**src/rtl/dff_pipe.sv**
```systemverilog
// Elastic WIDTH x DEPTH register pipeline with valid/ready handshake, bubble collapse and flush.
// Complementary output q_b mirrors the last stage, as the single-bit dff did.
module dff_pipe #(
    parameter int unsigned      WIDTH     = 16,
    parameter int unsigned      DEPTH     = 4,
    parameter logic [WIDTH-1:0] RESET_VAL = '0
) (
    input  logic                       clk,
    input  logic                       rst,
    input  logic [WIDTH-1:0]           d,
    input  logic                       d_valid,
    output logic                       d_ready,
    input  logic                       flush,
    output logic [WIDTH-1:0]           q,
    output logic [WIDTH-1:0]           q_b,
    output logic                       q_valid,
    input  logic                       q_ready,
    output logic [$clog2(DEPTH+1)-1:0] count
);

    localparam int unsigned CW = $clog2(DEPTH + 1);

    logic [WIDTH-1:0] data_q  [DEPTH];
    logic [WIDTH-1:0] data_d  [DEPTH];
    logic [WIDTH-1:0] in_data [DEPTH];
    logic [DEPTH-1:0] v_q, v_d, adv, in_v;
    logic [CW-1:0]    count_q, count_d;

    // A stage may advance if it is empty or everything downstream of it can move.
    always_comb begin
        adv = '0;
        adv[DEPTH-1] = ~v_q[DEPTH-1] | q_ready;
        for (int i = int'(DEPTH) - 2; i >= 0; i--) begin
            adv[i] = ~v_q[i] | adv[i+1];
        end
    end

    assign d_ready = adv[0] & ~flush;

    always_comb begin
        in_v       = '0;
        in_v[0]    = d_valid & d_ready;
        in_data[0] = d;
        for (int i = 1; i < int'(DEPTH); i++) begin
            in_v[i]    = v_q[i-1];
            in_data[i] = data_q[i-1];
        end
    end

    always_comb begin
        v_d    = v_q;
        data_d = data_q;
        if (flush) begin
            v_d = '0;
        end else begin
            for (int i = 0; i < int'(DEPTH); i++) begin
                if (adv[i]) begin
                    v_d[i] = in_v[i];
                    // Data only moves with a valid word so bubbles never toggle registers.
                    if (in_v[i]) begin
                        data_d[i] = in_data[i];
                    end
                end
            end
        end
        count_d = '0;
        for (int i = 0; i < int'(DEPTH); i++) begin
            count_d = count_d + CW'(v_d[i]);
        end
    end

    always_ff @(posedge clk) begin
        if (rst) begin
            for (int i = 0; i < int'(DEPTH); i++) begin
                data_q[i] <= RESET_VAL;
            end
            v_q     <= '0;
            count_q <= '0;
        end else begin
            data_q  <= data_d;
            v_q     <= v_d;
            count_q <= count_d;
        end
    end

    assign q       = data_q[DEPTH-1];
    assign q_b     = ~data_q[DEPTH-1];
    assign q_valid = v_q[DEPTH-1];
    assign count   = count_q;

endmodule

```
**config.mk**
```make
export PLATFORM = sky130hd
export DESIGN_NAME = dff_pipe
export DESIGN_NICKNAME = d
export VERILOG_FILES = /design/src/rtl/dff_pipe.sv
export SDC_FILE = /design/constraint.sdc
export NUM_CORES = 1
export LEC_CHECK = 0
export CORE_ASPECT_RATIO = 0.75
export CORE_MARGIN = 10
export CORE_UTILIZATION = 35
export CTS_CLUSTER_SIZE = 14
export DETAILED_ROUTE_END_ITERATION = 10
export PLACE_DENSITY = 0.66
export SLEW_MARGIN = 5
export SYNTH_ARGS = -nofsm -noshare
export SYNTH_HDL_FRONTEND = slang
export SYNTH_SLANG_ARGS = --single-unit
```
**constraint.sdc**
```tcl
create_clock -name clk -period 2.6 [get_ports clk]
set_clock_uncertainty 0.1 [all_clocks]
set_input_delay 0.65 -clock clk [delete_from_list [all_inputs] [get_ports clk]]
set_output_delay 0.65 -clock clk [all_outputs]
set_load 0.01 [all_outputs]
```
=== Yosys cells after proc, flatten, opt, wreduce, memory -nomap -nowiden ===
Cells that the tools add are included.
Widths: inputs -> output; s select.

* Latch bits: 0
* Memories kept: 0
* Memory bits (read-only): 0
* Bits in writable memories: 0
* Output and inout port bits: 37
* Flip-flop bits (word level): 71
* Bits of input ports: 21

* Shifts and indexed selects: 0
* $mul: 0
* Divide/modulo/power cells: 0
* Bitwise operators: 12
* Reductions and logical operators: 4
* Multiplexer cells: 5
* Order comparisons: 0
* Eq/ne operators: 0
* $add $sub $neg: 3

{| class="wikitable"
|+ Operators with widths
! cell !! number
|-
| $not 16->16 || 1
|-
| $reduce_and 3->1 || 4
|-
| $not 1->1 || 5
|-
| $mux 1 || 4
|-
| $mux 4 || 1
|-
| $or 1x1->1 || 4
|-
| $add 2x1->3 || 1
|-
| $add 3x1->3 || 1
|-
| $add 1x1->2 || 1
|-
| $and 1x1->1 || 2
|}

=== Logic depth before layout (Yosys ltp) ===
* Depth after elaboration: 12
* Gate-level depth with buffers: 9
* Depth with buffers taken out: 8

=== Worst setup path after synthesis ===
No wires, ideal clock.

* Path type: in2reg
* From: input port q_ready
* To: register count_q[1], in the netlist count[1]
* Arrival time: 2523 ps
* Slack: -150 ps
* Stages on the path: 9
* Path buffers: 1
* Setup time: 127 ps
* Path through: and4b_4 buf_4 a21oi_1 or2_1 fa_1 inv_1 ha_1 ha_1 nor2b_1

* Word-level cells in the longest chain between the ends: 11
* Elaborated cells between the ends (all ways): 14
* Classes of those cells: add/sub (3); mux (5); bitwise (6)

{| class="wikitable"
|+ RTL lines
! item !! line !! source
|-
| start, declared || 17 || <nowiki>input logic q_ready,</nowiki>
|-
| $or 1x1->1 (*) || 32 || <nowiki>adv[DEPTH-1] = ~v_q[DEPTH-1] | q_ready;</nowiki>
|-
| $or 1x1->1 (3 in series) || 34 || <nowiki>adv[i] = ~v_q[i] | adv[i+1];</nowiki>
|-
| $and 1x1->1 || 38 || <nowiki>assign d_ready = adv[0] & ~flush;</nowiki>
|-
| $and 1x1->1 || 42 || <nowiki>in_v[0] = d_valid & d_ready;</nowiki>
|-
| $mux 1 || 57 || <nowiki>if (adv[i]) begin</nowiki>
|-
| $mux 4 (*) || 53 || <nowiki>if (flush) begin</nowiki>
|-
| $add 1x1->2 || 68 || <nowiki>count_d = count_d + CW'(v_d[i]);</nowiki>
|-
| $add 2x1->3 || 68 ||
|-
| $add 3x1->3 (*) || 68 ||
|-
| via count_d[1] || 27 || <nowiki>logic [CW-1:0] count_q, count_d;</nowiki>
|-
| end signal, assigned || 82 || <nowiki>count_q <= count_d;</nowiki>
|-
| end, declared || 27 ||
|}

Mark *: on every way through the listed nets, which the timed path passes. The rest lies on a longest branch.
A chain may end at the register's enable or synchronous reset.

=== Worst setup path after layout ===
Same ends and word-level chain as after synthesis.

==> reports/qor.log <==
[logic_synthesis] count of unique library cells instantiated by Yosys 28
[drt] number of DRC violations after detailed routing 0
[logic_synthesis] number of instances in the synthesized netlist 358
[drt] wire length per cell after detailed routing 13.89 um
[clocking] clock root cell sky130_fd_sc_hd__clkbuf_16
[cells_and_area] area grow syn2layout 28.68%
[pwr] sequential fraction of design power 44.5%
[clocking] number of H-tree levels 3
[pwr] pwr/cell area 634.2 mW/mm^2
[pwr] Max VDD drop 0.0002656 V
[placement] Buffers on Ports 57
[drt] via count 2522
[global_routing] initial antenna violation count 0
[setup_path] largest fanout of any net on the critical path 6
[logic_synthesis] leading area contributor after synthesis sky130_fd_sc_hd__dfxtp_1
[pwr] clock share of power 50.8%
[placement] number of placed cells counting well taps 490
[logic_synthesis] FF+latch count, synth 71
[logic_synthesis] Synth area leaders sky130_fd_sc_hd__dfxtp_1 46%, sky130_fd_sc_hd__a21oi_1 8.1%, sky130_fd_sc_hd__nand3_1 7.8%, sky130_fd_sc_hd__nand2b_1 7.5%, sky130_fd_sc_hd__o21ai_0 5.4%
[min_path] worst hold path class reg -> reg
[setup_path] CP Data Required Time 2.71 ns
[clocking] count of clock tree sinks 71
[floorplanning] Initial Utilization 36.18%
[floorplanning] total die area 0.01296 mm^2
[logic_synthesis] share of flip-flops with an asynchronous set or reset after synthesis 0%
[drt] DR vias/cell 4.994
[clocking] clock tree buffer depth 2
[timing] worst rel slew slack 59.86%
[clocking] number of CTS-inserted buffers 9
[floorplanning] I/O Pins 58
[setup_path] startpoint class of the critical path input port
[setup_path] cell with the largest stage delay on the worst path sky130_fd_sc_hd__fa_1
[setup_path] Worst setup EP type flop
[logic_synthesis] area share of the largest cell type after synthesis 46.27%
[timing] worst slack on hold paths 0.3594 ns
[logic_synthesis] Mapped Nets 382
[logic_synthesis] number of enable flip-flop cells after synthesis 0
[pwr] Sw Ratio 19.14%
[timing] final critical delay including setup and external delays 2.461 ns
[global_routing] maximum number of pins on one net before global-route repair 44
[logic_synthesis] ys flop type sky130_fd_sc_hd__dfxtp_1
[clocking] clk slew on worst S/H paths 0.05 ns
[pwr] switching component of the power 0.4798 mW
[floorplanning] width of the chip 128.2 um
[cells_and_area] layout cells sized above 1 9.068%
[timing] Setup-failing EPs final 0
[setup_path] kind of cell with the highest combined delay on the critical path adder cells
[clocking] Worst-Skew Late Latency 0.32 ns
[floorplanning] total number of placement rows 29
[cells_and_area] total inserted antenna cells 0
[placement] GP Congestion 0.7992
[timing] slew at the pin with the worst max-slew slack 0.6002 ns
[timing] Final Max Tran Viols 0
[cells_and_area] register area 0.001421 mm^2
[logic_synthesis] Post-Syn Area per Cell 8.580 um^2
[drt] remaining number of nets flagged by the antenna check after routing 0
[global_routing] GRT Resource Usage Total 11.21%
[setup_path] worst path bufs/invs 2
[setup_path] CP peak stage delay 0.53 ns
[clocking] CTS tree built
[logic_synthesis] fraction of the yosys area taken by sequential cells 46.27%
[cells_and_area] Filler Cells Inserted 834
[timing] f_max 406.3 MHz
[placement] worst slack at placement -0.5904 ns
[global_routing] remaining global-route overflow 0
[placement] Detailed Place HPWL 5041 um
[cells_and_area] final cell count without fillers 505
[setup_path] CP most frequent cell sky130_fd_sc_hd__ha_2
[cells_and_area] total area of multi-input combinational cells 0.001339 mm^2
[logic_synthesis] Yosys Warn Count 0
[status] run status complete, no violations
[floorplanning] vertical extent of the die 101.1 um
[setup_path] arrival time worst endpoint 2.57 ns
[job] total of max-cap violations 0
[logic_synthesis] combined area of all synthesized cells 0.003072 mm^2
[drt] length of the first detailed-routing pass in iterations 4
[pwr] leakage dissipation 1.352 nW
[setup_path] Crit Path Category in -> reg
[pwr] power share of the combinational group 4.7%
[timing] setup slack after layout 0.1387 ns
[timing] RSZ-0062 raised after global routing false
[pwr] Int Power 2.027 mW
[pwr] Power, Total 2.507 mW
[setup_path] Cell Chain, Critical Path buf_2 -> and4b_4 -> nor2_4 -> or2_4 -> fa_1 -> inv_1 -> ha_2 -> ha_2 -> nor2b_2
[timing] number of hold violations in the final report 0
[global_routing] first-pass GRT wire length 12010 um
[cells_and_area] number of nets in the finished design 417
[drt] drt total wl 7014 um
[global_routing] number of global-route vias before repair 2585
[drt] Initial DRC Count 113
[timing] final clock period utilization by the worst path 94.67%
[floorplanning] core region area 0.008491 mm^2
==> metal layers <==
metal / track usage, % / share of wire [%]
met1: 12.57 / 42
met2: 18.67 / 50
met3: 5.271 / 7.0
met4: 3.454 / 0.97
met5: 0 / 0
==> through the flow <==
stage / cell area (um^2) / util [%] / setup TNS [ns]
after floorplan: 3094 / - / -0.09571
after global placement: 3641 / 42.88 / -1.759
after detailed placement: 3641 / 42.88 / -1.916
after CTS: 3956 / 46.60 / 0
after global routing: 3953 / 46.55 / 0
final: 3953 / 46.55 / 0
==> cells by family (layout without fill, tap and decap cells) <==
| kind of cell | count (synthesis) | in the layout | share of synthesized area (%) |
|---|---|---|---|
| compound gates | 100 | 100 | 16.74 |
| fa+ha+maj | 3 | 3 | 1.466 |
| buf+inv | 63 | 102 | 10.83 |
| flops | 71 | 71 | 46.27 |
| mux | 16 | 16 | 5.214 |
| simple gates | 105 | 105 | 19.47 |
==> what timing repair did <==
| action | in CTS | in global routing |
|---|---|---|
| hold buffers | 0 | 0 |
| pin swaps | 0 | 1 |
| gates cloned | 0 | 0 |
| setup buffers | 0 | 0 |
| setup endpoints to repair | 4 | 1 |
| gates resized for setup | 5 | 2 |
==> cell type report <==
type	instances	share of cell area, %
sequential	71	35.96
multi-input combinational	224	33.87
timing repair buffer	69	17.13
clock buffer	11	6.141
tap	108	3.419
clock inverter	4	1.773
inverter	18	1.709
==> worst register-to-register path, delay by kind of cell, from the launching register on <==
family                   cells  cell delay [ns]
adder cells (fa/ha/maj)      3             0.93
AND/OR/NAND/NOR              4             0.77
flip-flops                   1             0.45
buffers and inverters        1             0.05
==> layout by cell type (no fill, tap or decap), drive strengths merged <==
| master | netlist | routed |
|---|---|---|
| clkbuf | 14 | 11 |
| clkinv | 0 | 2 |
| bufinv | 0 | 2 |
| dlymetal6s2s | 0 | 1 |
| and4b | 1 | 1 |
| dfxtp | 71 | 71 |
| o21ai | 48 | 48 |
| nor2b | 6 | 6 |
| inv | 18 | 18 |
| dlygate4sd2 | 0 | 1 |
| mux2i | 16 | 16 |
| nand3b | 1 | 1 |
| nand4b | 1 | 1 |
| or2 | 2 | 2 |
| ha | 2 | 2 |
| and2b | 1 | 1 |
| a21oi | 51 | 51 |
| nand2b | 37 | 37 |
| clkdlybuf4s50 | 0 | 53 |
| nand3 | 48 | 48 |
| o21bai | 1 | 1 |
| fa | 1 | 1 |
| buf | 31 | 14 |
| nor2 | 4 | 4 |
| and3b | 1 | 1 |
| nor3 | 3 | 3 |
==> power by group through the flow <==
stage / combinational, mW / clock [mW] / sequential (mW)
finish: 0.119 / 1.27 / 1.12
global route: 0.131 / 1.36 / 1.12
CTS: 0.122 / 1.30 / 1.12
detailed placement: 0.122 / 0 / 1.14
global placement: 0.119 / 0 / 1.14
floorplan: 0.0680 / 0 / 1.14
==> state kept, by name (all words and copies together) (netlist names) <==
| register | count |
|---|---|
| v_q | 4 |
| count | 3 |
| data_q | 48 |
| q | 16 |
==> worst paths after layout <==
check	from	to	slack, ns	depth (start not counted)
worst min register to register	data_q[23]$_SDFFE_PP0P_	q[7]$_SDFFE_PP0P_	0.36	2
worst min-delay path	data_q[23]$_SDFFE_PP0P_	q[7]$_SDFFE_PP0P_	0.36	2
worst max register to register	v_q[3]$_SDFF_PP0_	count[1]$_SDFF_PP0_	0.20	8
worst max-delay path	q_ready	count[1]$_SDFF_PP0_	0.14	9
==> cells in the mapped netlist, types with 3 or more instances <==
master / count
sky130_fd_sc_hd__nand2b_1: 37
sky130_fd_sc_hd__a21oi_1: 50
sky130_fd_sc_hd__mux2i_1: 16
sky130_fd_sc_hd__buf_2: 9
sky130_fd_sc_hd__nor2b_1: 6
sky130_fd_sc_hd__o21ai_0: 33
sky130_fd_sc_hd__nor2_1: 4
sky130_fd_sc_hd__clkbuf_1: 12
sky130_fd_sc_hd__nand3_1: 48
sky130_fd_sc_hd__nor3_1: 3
sky130_fd_sc_hd__dfxtp_1: 71
sky130_fd_sc_hd__o21ai_1: 15
sky130_fd_sc_hd__buf_4: 18
sky130_fd_sc_hd__inv_1: 18
(Power assumes the default switching activity.)
